<file path="src/rtl/cache_arbiter_pkg.sv">
// Shared types and constants for the cache arbiter: FSM states, port IDs and
// the saturation limit used by the optional hit/miss statistics.
package cache_arbiter_pkg;

  typedef enum logic [2:0] {
    IDLE,
    ISSUE,
    CHECK,
    STALL,
    ACK
  } state_e;

  localparam logic PORT_A = 1'b0;
  localparam logic PORT_B = 1'b1;

  localparam logic [15:0] CNT_SAT = 16'hFFFF;

  function automatic logic [15:0] sat_inc(input logic [15:0] value);
    return (value == CNT_SAT) ? value : value + 16'd1;
  endfunction

endpackage

</file>
<file path="src/rtl/cache_arbiter_rr_arb2.sv">
// Two-input round-robin picker: a lone request wins outright, a tie goes to
// the port that was not granted last. Purely combinational, one-hot grant.
module rr_arb2
  import cache_arbiter_pkg::*;
(
  input  logic [1:0] req,
  input  logic       last_gnt,
  output logic [1:0] gnt
);

  always_comb begin
    gnt = 2'b00;
    if (req[0] && (!req[1] || (last_gnt == PORT_B))) begin
      gnt = 2'b01;
    end else if (req[1]) begin
      gnt = 2'b10;
    end
  end

endmodule

</file>
<file path="src/rtl/cache_arbiter.sv">
// Round-robin two-port sequencer in front of a write-through data cache.
// Optional hit/miss statistics are built when CACHE_ARBITER_STATS_EN is defined.
module cache_arbiter
  import cache_arbiter_pkg::*;
#(
  parameter int ADDR_W  = 16,
  parameter int DATA_W  = 16,
  parameter int MEM_LAT = 4
) (
  input  logic              Clock,
  input  logic              Reset_n,
  input  logic              ReqA,
  input  logic              ReqB,
  input  logic              WriteA,
  input  logic              WriteB,
  input  logic [ADDR_W-1:0] AddrA,
  input  logic [ADDR_W-1:0] AddrB,
  input  logic [DATA_W-1:0] WDataA,
  input  logic [DATA_W-1:0] WDataB,
  output logic              AckA,
  output logic              AckB,
  output logic [DATA_W-1:0] RData,
  output logic              CacheStrobe,
  output logic [ADDR_W-1:0] CacheAddress,
  output logic              CacheWrite,
  output logic [DATA_W-1:0] CacheWriteData,
  input  logic              CacheHit,
  input  logic [DATA_W-1:0] CacheReadData,
  output logic [15:0]       HitCount,
  output logic [15:0]       MissCount
);

  localparam int CNT_W = (MEM_LAT > 0) ? $clog2(MEM_LAT + 1) : 1;
  localparam logic [CNT_W-1:0] LAT_LOAD = CNT_W'(MEM_LAT);
  localparam logic [CNT_W-1:0] CNT_ONE  = CNT_W'(1);

  state_e              state_q, state_d;
  logic                grant_q, grant_d;
  logic                last_q, last_d;
  logic [ADDR_W-1:0]   addr_q, addr_d;
  logic                write_q, write_d;
  logic [DATA_W-1:0]   wdata_q, wdata_d;
  logic [DATA_W-1:0]   rdata_q, rdata_d;
  logic [CNT_W-1:0]    cnt_q, cnt_d;
  logic [1:0]          gnt;

  rr_arb2 u_rr_arb2 (
    .req      ({ReqB, ReqA}),
    .last_gnt (last_q),
    .gnt      (gnt)
  );

  always_comb begin
    state_d = state_q;
    grant_d = grant_q;
    last_d  = last_q;
    addr_d  = addr_q;
    write_d = write_q;
    wdata_d = wdata_q;
    rdata_d = rdata_q;
    cnt_d   = cnt_q;
    case (state_q)
      IDLE: begin
        if (gnt != 2'b00) begin
          grant_d = gnt[1] ? PORT_B : PORT_A;
          addr_d  = gnt[1] ? AddrB  : AddrA;
          write_d = gnt[1] ? WriteB : WriteA;
          wdata_d = gnt[1] ? WDataB : WDataA;
          state_d = ISSUE;
        end
      end
      ISSUE: state_d = CHECK;
      CHECK: begin
        rdata_d = CacheReadData;
        if (!write_q && CacheHit) begin
          state_d = ACK;
        end else begin
          // Write-through: every write, hit or miss, pays the memory latency.
          cnt_d   = LAT_LOAD;
          state_d = (MEM_LAT == 0) ? ACK : STALL;
        end
      end
      STALL: begin
        cnt_d = cnt_q - CNT_ONE;
        if (cnt_q <= CNT_ONE) begin
          state_d = ACK;
        end
      end
      ACK: begin
        last_d  = grant_q;
        state_d = IDLE;
      end
      default: state_d = IDLE;
    endcase
  end

  always_ff @(posedge Clock or negedge Reset_n) begin
    if (!Reset_n) begin
      state_q <= IDLE;
      grant_q <= PORT_A;
      last_q  <= PORT_B;
      addr_q  <= '0;
      write_q <= 1'b0;
      wdata_q <= '0;
      rdata_q <= '0;
      cnt_q   <= '0;
    end else begin
      state_q <= state_d;
      grant_q <= grant_d;
      last_q  <= last_d;
      addr_q  <= addr_d;
      write_q <= write_d;
      wdata_q <= wdata_d;
      rdata_q <= rdata_d;
      cnt_q   <= cnt_d;
    end
  end

  assign CacheStrobe    = (state_q == ISSUE);
  assign CacheAddress   = addr_q;
  assign CacheWrite     = write_q;
  assign CacheWriteData = wdata_q;
  assign RData          = rdata_q;
  assign AckA           = (state_q == ACK) && (grant_q == PORT_A);
  assign AckB           = (state_q == ACK) && (grant_q == PORT_B);

`ifdef CACHE_ARBITER_STATS_EN
  logic [15:0] hit_cnt_q, hit_cnt_d;
  logic [15:0] miss_cnt_q, miss_cnt_d;

  always_comb begin
    hit_cnt_d  = hit_cnt_q;
    miss_cnt_d = miss_cnt_q;
    if (state_q == CHECK) begin
      if (CacheHit) begin
        hit_cnt_d = sat_inc(hit_cnt_q);
      end else begin
        miss_cnt_d = sat_inc(miss_cnt_q);
      end
    end
  end

  always_ff @(posedge Clock or negedge Reset_n) begin
    if (!Reset_n) begin
      hit_cnt_q  <= '0;
      miss_cnt_q <= '0;
    end else begin
      hit_cnt_q  <= hit_cnt_d;
      miss_cnt_q <= miss_cnt_d;
    end
  end

  assign HitCount  = hit_cnt_q;
  assign MissCount = miss_cnt_q;
`else
  assign HitCount  = 16'd0;
  assign MissCount = 16'd0;
`endif

endmodule

</file>
<file path="config.mk">
export PLATFORM = sky130hd
export DESIGN_NAME = cache_arbiter
export DESIGN_NICKNAME = d
export VERILOG_FILES = /design/src/rtl/cache_arbiter_pkg.sv /design/src/rtl/cache_arbiter_rr_arb2.sv /design/src/rtl/cache_arbiter.sv
export SDC_FILE = /design/constraint.sdc
export NUM_CORES = 1
export LEC_CHECK = 0
export ABC_AREA = 1
export ABC_CLOCK_PERIOD_IN_PS = 1600
export CAP_MARGIN = 20
export CORE_UTILIZATION = 35
export CTS_CLUSTER_SIZE = 16
export DETAILED_ROUTE_END_ITERATION = 16
export PLACE_DENSITY = 0.82
export RECOVER_POWER = 25
export SKIP_CTS_REPAIR_TIMING = 1
export SLEW_MARGIN = 15
export SYNTH_ARGS = -nofsm -noshare
export SYNTH_HDL_FRONTEND = slang
export SYNTH_SLANG_ARGS = --single-unit
</file>
<file path="constraint.sdc">
create_clock -name Clock -period 1.6 [get_ports Clock]
set_input_delay 0.16 -clock Clock [delete_from_list [all_inputs] [get_ports Clock]]
set_output_delay 0.16 -clock Clock [all_outputs]
set_load 0.005 [all_outputs]
</file>
==> Word-level counts from Yosys, hierarchy flattened <==
Index checks and enable logic that the tools add are counted.
{ "op_classes": {"n_addsub": 1, "n_lt_le_gt_ge": 1, "eq_ne": 7, "muxes": 12, "bitwise": 1, "n_reduce_logical": 13} }
{ "op_table": {"columns": ["op", "n"], "rows": [
  ["16-bit two-way mux", 2],
  ["3-bit two-way mux", 4],
  ["3-bit one-hot mux with 4 select lines", 1],
  ["3-bit by 2-bit == test with 1-bit output (second input constant)", 2],
  ["2-bit inequality test (second input constant)", 3],
  ["3-bit one-hot mux with 2 select lines", 1],
  ["2-bit AND reduction", 3],
  ["1-bit logical AND", 4],
  ["2-bit two-way mux", 2],
  ["2-bit nonzero test", 2],
  ["3-bit by 1-bit == test with 1-bit output (second input constant)", 1],
  ["3-bit == test (second input constant)", 1],
  ["3-bit by 1-bit less-or-equal comparator with 1-bit output (second input constant)", 1],
  ["3-bit logical NOT", 1],
  ["3-bit by 1-bit subtractor with 3-bit output (second input constant)", 1],
  ["1-bit logical NOT", 2],
  ["1-bit two-way mux", 2],
  ["1-bit logical OR", 1],
  ["1-bit NOT", 1]
]} }
{ "totals": {"register_bits": 57, "in_bits": 87, "elab_cells": 43} }

==> Logic depth before layout (Yosys ltp) <==
Gate-level depths: netlist (run 1).
{ "logic_depth": {"depth_word": 7, "depth_mapped": 8, "ltp_nobuf": 7} }

==> By module <==
Synthesis (run 1) repeated with hierarchy kept, for this count alone.
{ "unflattened": {"cells_unflattened": 336, "hier_area_um2": 2864.0} }
{ "by_module_without_submodules": {"columns": ["mod", "instances", "cells_each", "area_per_inst_um2", "seq_area_each_um2"], "rows": [
  ["cache_arbiter", 1, 332, 2836.5, 1427.6],
  ["rr_arb2", 1, 4, 27.5, 0.0]
]} }

==> Worst setup path after synthesis (run 1) <==
OpenSTA, ideal clock, no wires.
{ "synth_timing": {"path_kind": "register to register", "from": "register last_q", "to": "register addr_q[0], in the netlist CacheAddress[0]", "setup_time_ns": 0.065, "t_arrival_ns": 1.197, "required_time_ns": 1.535, "path_slack_ns": 0.338, "stages_incl_launch_ff": 8, "synth_period_minus_slack_ns": 1.262, "path_cell_list": "dfstp_2 inv_2 nand2_1 nand2_1 a21oi_2 buf_4 nand2_1 nand2_1"} }
{ "synth_via": {"elab_chain_len": 5} }
{ "synth_lines": {"columns": ["item", "line_no", "source"], "rows": [
  ["start, declared", "cache_arbiter.sv:39", "logic last_q, last_d;"],
  ["start signal, assigned", "cache_arbiter.sv:110", "last_q <= last_d;"],
  ["1-bit logical OR (*)", "cache_arbiter_rr_arb2.sv:13", "if (req[0] && (!req[1] || (last_gnt == PORT_B))) begin"],
  ["1-bit logical AND (*)", "cache_arbiter_rr_arb2.sv:13", null],
  ["2-bit two-way mux (*)", "cache_arbiter_rr_arb2.sv:13", null],
  ["2-bit nonzero test", "cache_arbiter.sv:64", "if (gnt != 2'b00) begin"],
  ["2-bit AND reduction (no line)", null, null],
  ["end signal, assigned", "cache_arbiter.sv:111", "addr_q <= addr_d;"],
  ["end, declared", "cache_arbiter.sv:40", "logic [ADDR_W-1:0] addr_q, addr_d;"]
]} }
Every way passes the cells marked *; elsewhere a longest branch is shown, timed or not.
A chain may end at the register's enable or synchronous reset.

==> Worst setup path after layout (run 1) <==
{ "layout_timing": {"from": "register state_q[0]", "to": "output AckB"} }
{ "layout_via": {"elab_chain_len": 2} }
{ "layout_lines": {"columns": ["item", "line_no", "source"], "rows": [
  ["start, declared", "cache_arbiter.sv:37", "state_e state_q, state_d;"],
  ["start signal, assigned", "cache_arbiter.sv:108", "state_q <= state_d;"],
  ["3-bit == test", "cache_arbiter.sv:125", "assign AckB = (state_q == ACK) && (grant_q == PORT_B);"],
  ["1-bit logical AND", "cache_arbiter.sv:125", null],
  ["end, declared", "cache_arbiter.sv:21", "output logic AckB,"]
]} }
No other way between the ends.

==> summary.md, run 1 <==
| Metric | Value |
|---|---|
| Starting density of the core | a little over a third |
| Fin. Hold Viols | 0 |
| Fin Clk Skew | around 6.9 ps |
| Critical Path Source Type | flop |
| Via count | 2910 |
| I/O pin count | 171 |
| Max Cap Violations | 0 |
| LEAKAGE | between 2 and 2.5 nW |
| Reg-to-reg endpoint | CacheWriteData[1] |
| Post-DR wirelength/cell | between 10 and 15 um |
| Status | finished with violations |
| VDD IR-drop max | a little under 0.7 mV |
| Crit path max-delay family | buffers and inverters |
| Largest net degree at the start of global routing | 58 |
| Hold Path Stages | 3 |
| Failing checks | setup timing |
| Worst Hold Endpoint | RData[5] |
| WL final | 7623 um |
| Synth-to-Final Area Change | 59.27% |
| CP endpoint kind | primary output |
| Final Setup Violations | 2 |
| Slowest CP cell | clkdlybuf4s50_1 |
| Final Non-Filler Cells | around 660 |
| Final period util | 107.8% |
| Clk sinks | 57 |
| Worst-Margin Slew | between 700 and 800 ps |
| Internal reg-to-reg setup slack | roughly 220 ps |
| RSZ-0062 raised after global routing | true |
| DIE AREA | around 8800 um^2 |
| Critical Path AT | 1560 ps |
| Mapped Cells | ~400 |
| Required arrival time at the worst endpoint | 1440 ps |
| Worst-path clk slew | around 70 ps |
| CTS buffer count | 9 |
| Max H-tree Level | 3 |
| Worst r2r path cells | 8 |
| Worst hold start | CacheReadData[5] |
| Port Buffer Count | 138 |
| Via density | 4.389 |
| Ant diodes | 0 |
| Drt first-iter violations | about 120 |
| DIE WIDTH | approximately 94 um |
| Tot Pwr | between 0.007 and 0.008 W |
| R2R Path Start | last_q |
| Clk Latency, worst-skew pair | approximately 320 ps |
| Cell taking the most area after synthesis | dfrtp_1 |
| Post-synthesis sequential area ratio | 48.51% |
| CTS root buffer | clkbuf_8 |
| Overflow after GRT | 0 |
| Share of cells above drive strength 1 | approximately 8.1% |
| Most frequent cells in the layout | 263 x nand2_1, 136 x clkdlybuf4s50_1, 55 x dfrtp_1, 32 x conb_1, 11 x inv_1 |
| Global-route wire length before repair | roughly 12000 um |
| Pwr/cell area | 1671 nW/um^2 |
| Crit-path cells | inv_2 -> nand3_2 -> nor2_2 -> clkdlybuf4s50_1 |
| Clk buf depth | 2 |
| Crit path max fanout | 4 |
| Yosys cell types | 24 |
| Core Area | between 8000 and 9000 um^2 |
| Worst setup margin | -124.0 ps |
| Mapped Area | 2943 um^2 |
| Placed Cells | roughly 640 |
| Die H | 93.70 um |
| Slew Limit Fails | 0 |
| Hold crit path type | input pin to flop |
| TritonCTS clock tree | done |
| Worst Path Buf+Inv | 2 |
| Dominant cells by area after synthesis | dfrtp_1 48%, nand2_1 34%, buf_4 9.2% |
| Vias in the first global route | between 2000 and 3000 |
| FMAX | about 580 MHz |
| Nets | 641 |
| DRC viols | 0 |
| Syn Area/Cell | ~7.3 um^2 |
| Initial antenna violation count | 0 |
| Ys Warns | 0 |
| Most common cell after layout, fill and taps aside | nand2_1 |
| Share of the synthesized area in the top cell type | a little under half |
| GP Congestion | approximately 0.79 |
| Post-route ant nets | 0 |
| Period minus WS final | approximately 1700 ps |
| Rel. slew slack | between 40% and 50% |
| CP peak stage delay | 500 ps |
| Type of the worst setup path | flop to primary output |
| Detail Placement HPWL | 5601 um |
| Gr usage total | 17.49% |
| First-pass iteration count of the detailed router | 4 |
| Flops & latches, synth | 57 |
| Site row count | 33 |
how the worst max path moves through the flow:
stage | startpoint | endpoint | slack (ps) | cells past startpoint
after floorplan | last_q | CacheAddress[0] | 340 | 7
after global placement | ReqB | CacheAddress[10] | 180 | 7
after detailed placement | ReqA | CacheAddress[12] | 150 | 7
after CTS | state_q[0] | AckA | -230 | 4
after global routing | state_q[0] | AckB | -200 | 4
final | state_q[0] | AckB | -120 | 4
Yosys cell counts:
cell,n
nand2_1,263
dfrtp_1,56
buf_4,36
inv_1,11
buf_2,9
nor2_1,5
inv_2,3
nand3_1,3
a21oi_1,2
a21oi_2,2
a21o_1,1
a22oi_1,1
buf_6,1
conb_1,1
dfstp_2,1
ha_1,1
nand2_2,1
nand3_2,1
nand3b_1,1
nor2_2,1
nor3_1,1
o21ai_0,1
o31ai_1,1
xnor2_1,1
layout make-up:
type	instances	area, um^2
inverter	14	52.55
clock buffer	10	137.6
clock inverter	6	105.1
tap	105	131.4
fill	719	3488
sequential	57	1429
timing repair buffer	153	1556
multi-input combinational	318	1275
flip-flops by register name, indices dropped and copies added (netlist names):
register,count
last_q,1
state_q,3
cnt_q,3
RData,16
CacheWrite,1
CacheAddress,16
CacheWriteData,16
grant_q,1
worst reg2reg max path, cell delays in order, from the launching register on:
cell and delay, ps:
dfstp_2 560, inv_2 40, nand2_1 50, nand2_1 120
nand2_1 110, nand2_2 90, buf_12 170, nand2_1 70
nand2_1 50
where the power goes:
| group | switching, W | internal, W |
|---|---|---|
| Sequential | 0.000402 | 0.00214 |
| Clock | 0.000554 | 0.00107 |
| Combinational | 0.00169 | 0.00198 |
| Total | 0.00264 | 0.00519 |
cells by family (layout without fill, tap and decap cells):
group / Yosys count / count (layout) / share of synthesized area [%]
compound gates: 8 / 8 / 1.871
xor+xnor: 1 / 1 / 0.2977
fa+ha+maj: 1 / 1 / 0.4251
buf+inv: 60 / 183 / 12.88
flops: 57 / 57 / 48.51
other cells: 1 / 32 / 0.1274
simple gates: 276 / 276 / 35.88
per-stage QoR:
| stage | setup TNS (ps) | hold slack [ps] | utilization [%] | worst slack, ps | cell area [um^2] |
|---|---|---|---|---|---|
| 6_report | -197.9 | 387.1 | 57.33 | -124.0 | 4687 |
| 5_1_grt | -369.7 | 381.0 | 57.33 | -201.9 | 4687 |
| 4_1_cts | -596.6 | -172.4 | 56.76 | -225.7 | 4641 |
| 3_5_place_dp | 0 | 185.4 | 53.80 | 146.1 | 4398 |
| 3_3_place_gp | 0 | 178.0 | 53.80 | 176.8 | 4398 |
| 2_1_floorplan | 0 | -135.6 | - | 338.1 | 3059 |
metal layers:
layer | vias up | track usage [%] | routed length, um
met3 | 13 | 5.016 | 679
li1 | 1445 | - | -
met5 | - | 0 | 0
met4 | 0 | 7.179 | 124
met2 | 138 | 28.71 | 3684
met1 | 1314 | 21.48 | 3135
Note: power is estimated with default switching activity, not from simulation.
==> inputs of run 2 (changes only) <==
==> constraint.sdc (replaced) <==
create_clock -name Clock -period 1.6 [get_ports Clock]
set_input_delay 0.32 -clock Clock [delete_from_list [all_inputs] [get_ports Clock]]
set_output_delay 0.32 -clock Clock [all_outputs]
set_load 0.005 [all_outputs]
==> run 2 against run 1 <==
Effect of this change: the flow now finishes without violations; cell area fell by 1.4%; non-clock buffer count did not move; clock power fell by 24%; sequential power barely moved; cell count did not move; combinational power fell by 2%; register-to-register slack barely moved; clock skew fell by 1.3 ps; critical path depth fell by 3; global-route usage fell by 0.094 points; routed wire length fell by 1.2%; die area did not move.
==> summary.md, run 2 (synthesis gave the netlist of run 1 again) <==
| Metric | Value |
|---|---|
| Status | completed |
| First-pass iteration count of the detailed router | 4 (unchanged) |
| CP peak stage delay | 520 ps (+20 ps) |
| Largest net degree at the start of global routing | 34 (-41%) |
| Cell Area, Placed | 4410 um^2 (+0.28%) |
| Site row count | 33 (unchanged) |
| Core Util, Final | 56.54% (-0.80 points) |
| Die H | 93.70 um (unchanged) |
| Via count | 2848 (-2.1%) |
| Share of cells above drive strength 1 | 7.885% (-0.18 points) |
| FMAX | 651.5 MHz (+12%) |
| Rel. slew slack | 5.547% (-44 points) |
| Most common cell after layout, fill and taps aside | nand2_1 |
| Worst-Margin Slew | 1417 ps (+666.6 ps) |
| Post-route ant nets | 0 (unchanged) |
| CTS buffer count | 9 (unchanged) |
| Clk buf depth | 2 (unchanged) |
| Critical Path AT | 1210 ps (-350 ps) |
| Overflow after GRT | 0 (unchanged) |
| DIE WIDTH | 93.70 um (unchanged) |
| Tot Pwr | 0.007384 W (-5.7%) |
| R2R Path Start | state_q[0] |
| Area of combinational cells with multiple inputs | 1275 um^2 (unchanged) |
| Vias in the first global route | 2635 (+0.80%) |
| Gr usage total | 17.40% (-0.094 points) |
| GP Congestion | 0.7852 (-0.97%) |
| CTS root buffer | clkbuf_8 |
| Fin. Hold Viols | 0 (unchanged) |
| Starting density of the core | 36.00% (unchanged) |
| Internal reg-to-reg setup slack | 220 ps (about the same) |
| Crit path max-delay family | buffers and inverters |
| Detail Placement HPWL | 5832 um (+4.1%) |
| Fin Clk Skew | 5.642 ps (-1.304 ps) |
| Clk sinks | 57 (unchanged) |
| Via density | 4.296 (-2.1%) |
| Most frequent cells in the layout | 263 x nand2_1, 133 x clkdlybuf4s50_1, 56 x dfrtp_1, 32 x conb_1, 13 x clkbuf_8 |
| Drt first-iter violations | 92 (-21%) |
| Post-DR wirelength/cell | 11.37 um (-1.2%) |
| Register area | 1428 um^2 (about the same) |
| Reg-to-reg endpoint | CacheWriteData[4] |
| Worst Path Buf+Inv | 1 (-1) |
| Nets | 641 (unchanged) |
| Worst-path clk slew | 60 ps (about the same) |
| WL final | 7535 um (-1.2%) |
| VDD IR-drop max | 0.5613 mV (-18%) |
| Initial antenna violation count | 0 (unchanged) |
| Max H-tree Level | 3 (unchanged) |
| Final period util | 95.93% (-12 points) |
| TritonCTS clock tree | done |
| DRC viols | 0 (unchanged) |
| Core Area | 8175 um^2 (unchanged) |
| Max Cap Violations | 0 (unchanged) |
| Type of the worst setup path | flop to primary output |
| Period minus WS final | 1535 ps (-189.2 ps) |
| Final Setup Violations | 0 (-2) |
| Hold crit path type | input pin to asynchronous set/reset pin |
| Stages on the worst setup path | 1 (-3) |
| Slew Limit Fails | 0 (unchanged) |
| Required arrival time at the worst endpoint | 1280 ps (-160 ps) |
| Filler Cell Count | 742 (+3.2%) |
| LEAKAGE | 2.463 nW (+0.43%) |
| Setup TNS | 0 ps (+197.9 ps) |
| Synth-to-Final Area Change | 57.06% |
| Ant diodes | 0 (unchanged) |
| Global-route wire length before repair | 11760 um (-1.3%) |
| Clk Latency, worst-skew pair | 320 ps (about the same) |
| CP endpoint kind | primary output |
| Worst r2r path cells | 8 (unchanged) |
| Slowest CP cell | clkdlybuf4s50_1 |
| Pwr/cell area | 1598 nW/um^2 (-4.4%) |
| Critical Path Source Type | flop |
| Port Buffer Count | 138 (unchanged) |
| I/O pin count | 171 (unchanged) |
| Design area | 4622 um^2 (-1.4%) |
| Crit-path cells | clkdlybuf4s50_1 |
| Crit path max fanout | 3 (-1) |
| DIE AREA | 8779 um^2 (unchanged) |
run 2: cell count changes in the layout (fill, tap and decap cells not counted), sizes merged:
cell,before,now
clkinv,3,2
dlygate4sd3,1,0
bufinv,3,0
clkdlybuf4s50,136,133
clkbuf,11,16
dlymetal6s2s,1,4
run 2: area by class of cell:
cell class | count | share of cell area (%)
timing repair buffer | 153 | 33.38
sequential | 57 | 30.89
multi-input combinational | 318 | 27.59
clock buffer | 14 | 3.952
tap | 105 | 2.842
inverter | 14 | 1.137
clock inverter | 2 | 0.2166
run 2: metal layers:
metal | global-route usage (%) | wire, um | share of wire (%) | vias up
met5 | 0 | 0 | 0 | -
met4 | 5.513 | 58 | 0.77 | 0
met3 | 4.531 | 646 | 8.6 | 6
met2 | 30.78 | 3649 | 48 | 133
met1 | 20.45 | 3180 | 42 | 1267
li1 | - | - | - | 1442
run 2: how the worst max path moves through the flow:
stage               slack (ps)       start                end
floorplan                  340      last_q    CacheAddress[0]
global placement             9        ReqB   CacheAddress[10]
detailed placement         -40        ReqB  CacheWriteData[4]
CTS                       -350  state_q[1]               AckA
global route               -10  state_q[1]               AckA
finish                      70  CacheWrite         CacheWrite
run 2: metrics by stage:
stage / hold WS, ps / setup slack (ps) / cells
finish: 145.9 / 65.18 / 663
global route: 194.5 / -12.21 / 663
CTS: -3.456 / -349.2 / 663
detailed placement: 349.4 / -37.29 / 647
global placement: 346.1 / 9.030 / 647
floorplan: 24.41 / 338.1 / 435
run 2: report_power, final:
part | switching (W) | leakage (nW) | total [W] | internal [W]
logic | 0.00165 | 1.66 | 0.00360 | 0.00195
registers | 0.000408 | 0.705 | 0.00255 | 0.00214
clock network | 0.000508 | 0.102 | 0.00123 | 0.000726
total | 0.00256 | 2.46 | 0.00738 | 0.00482
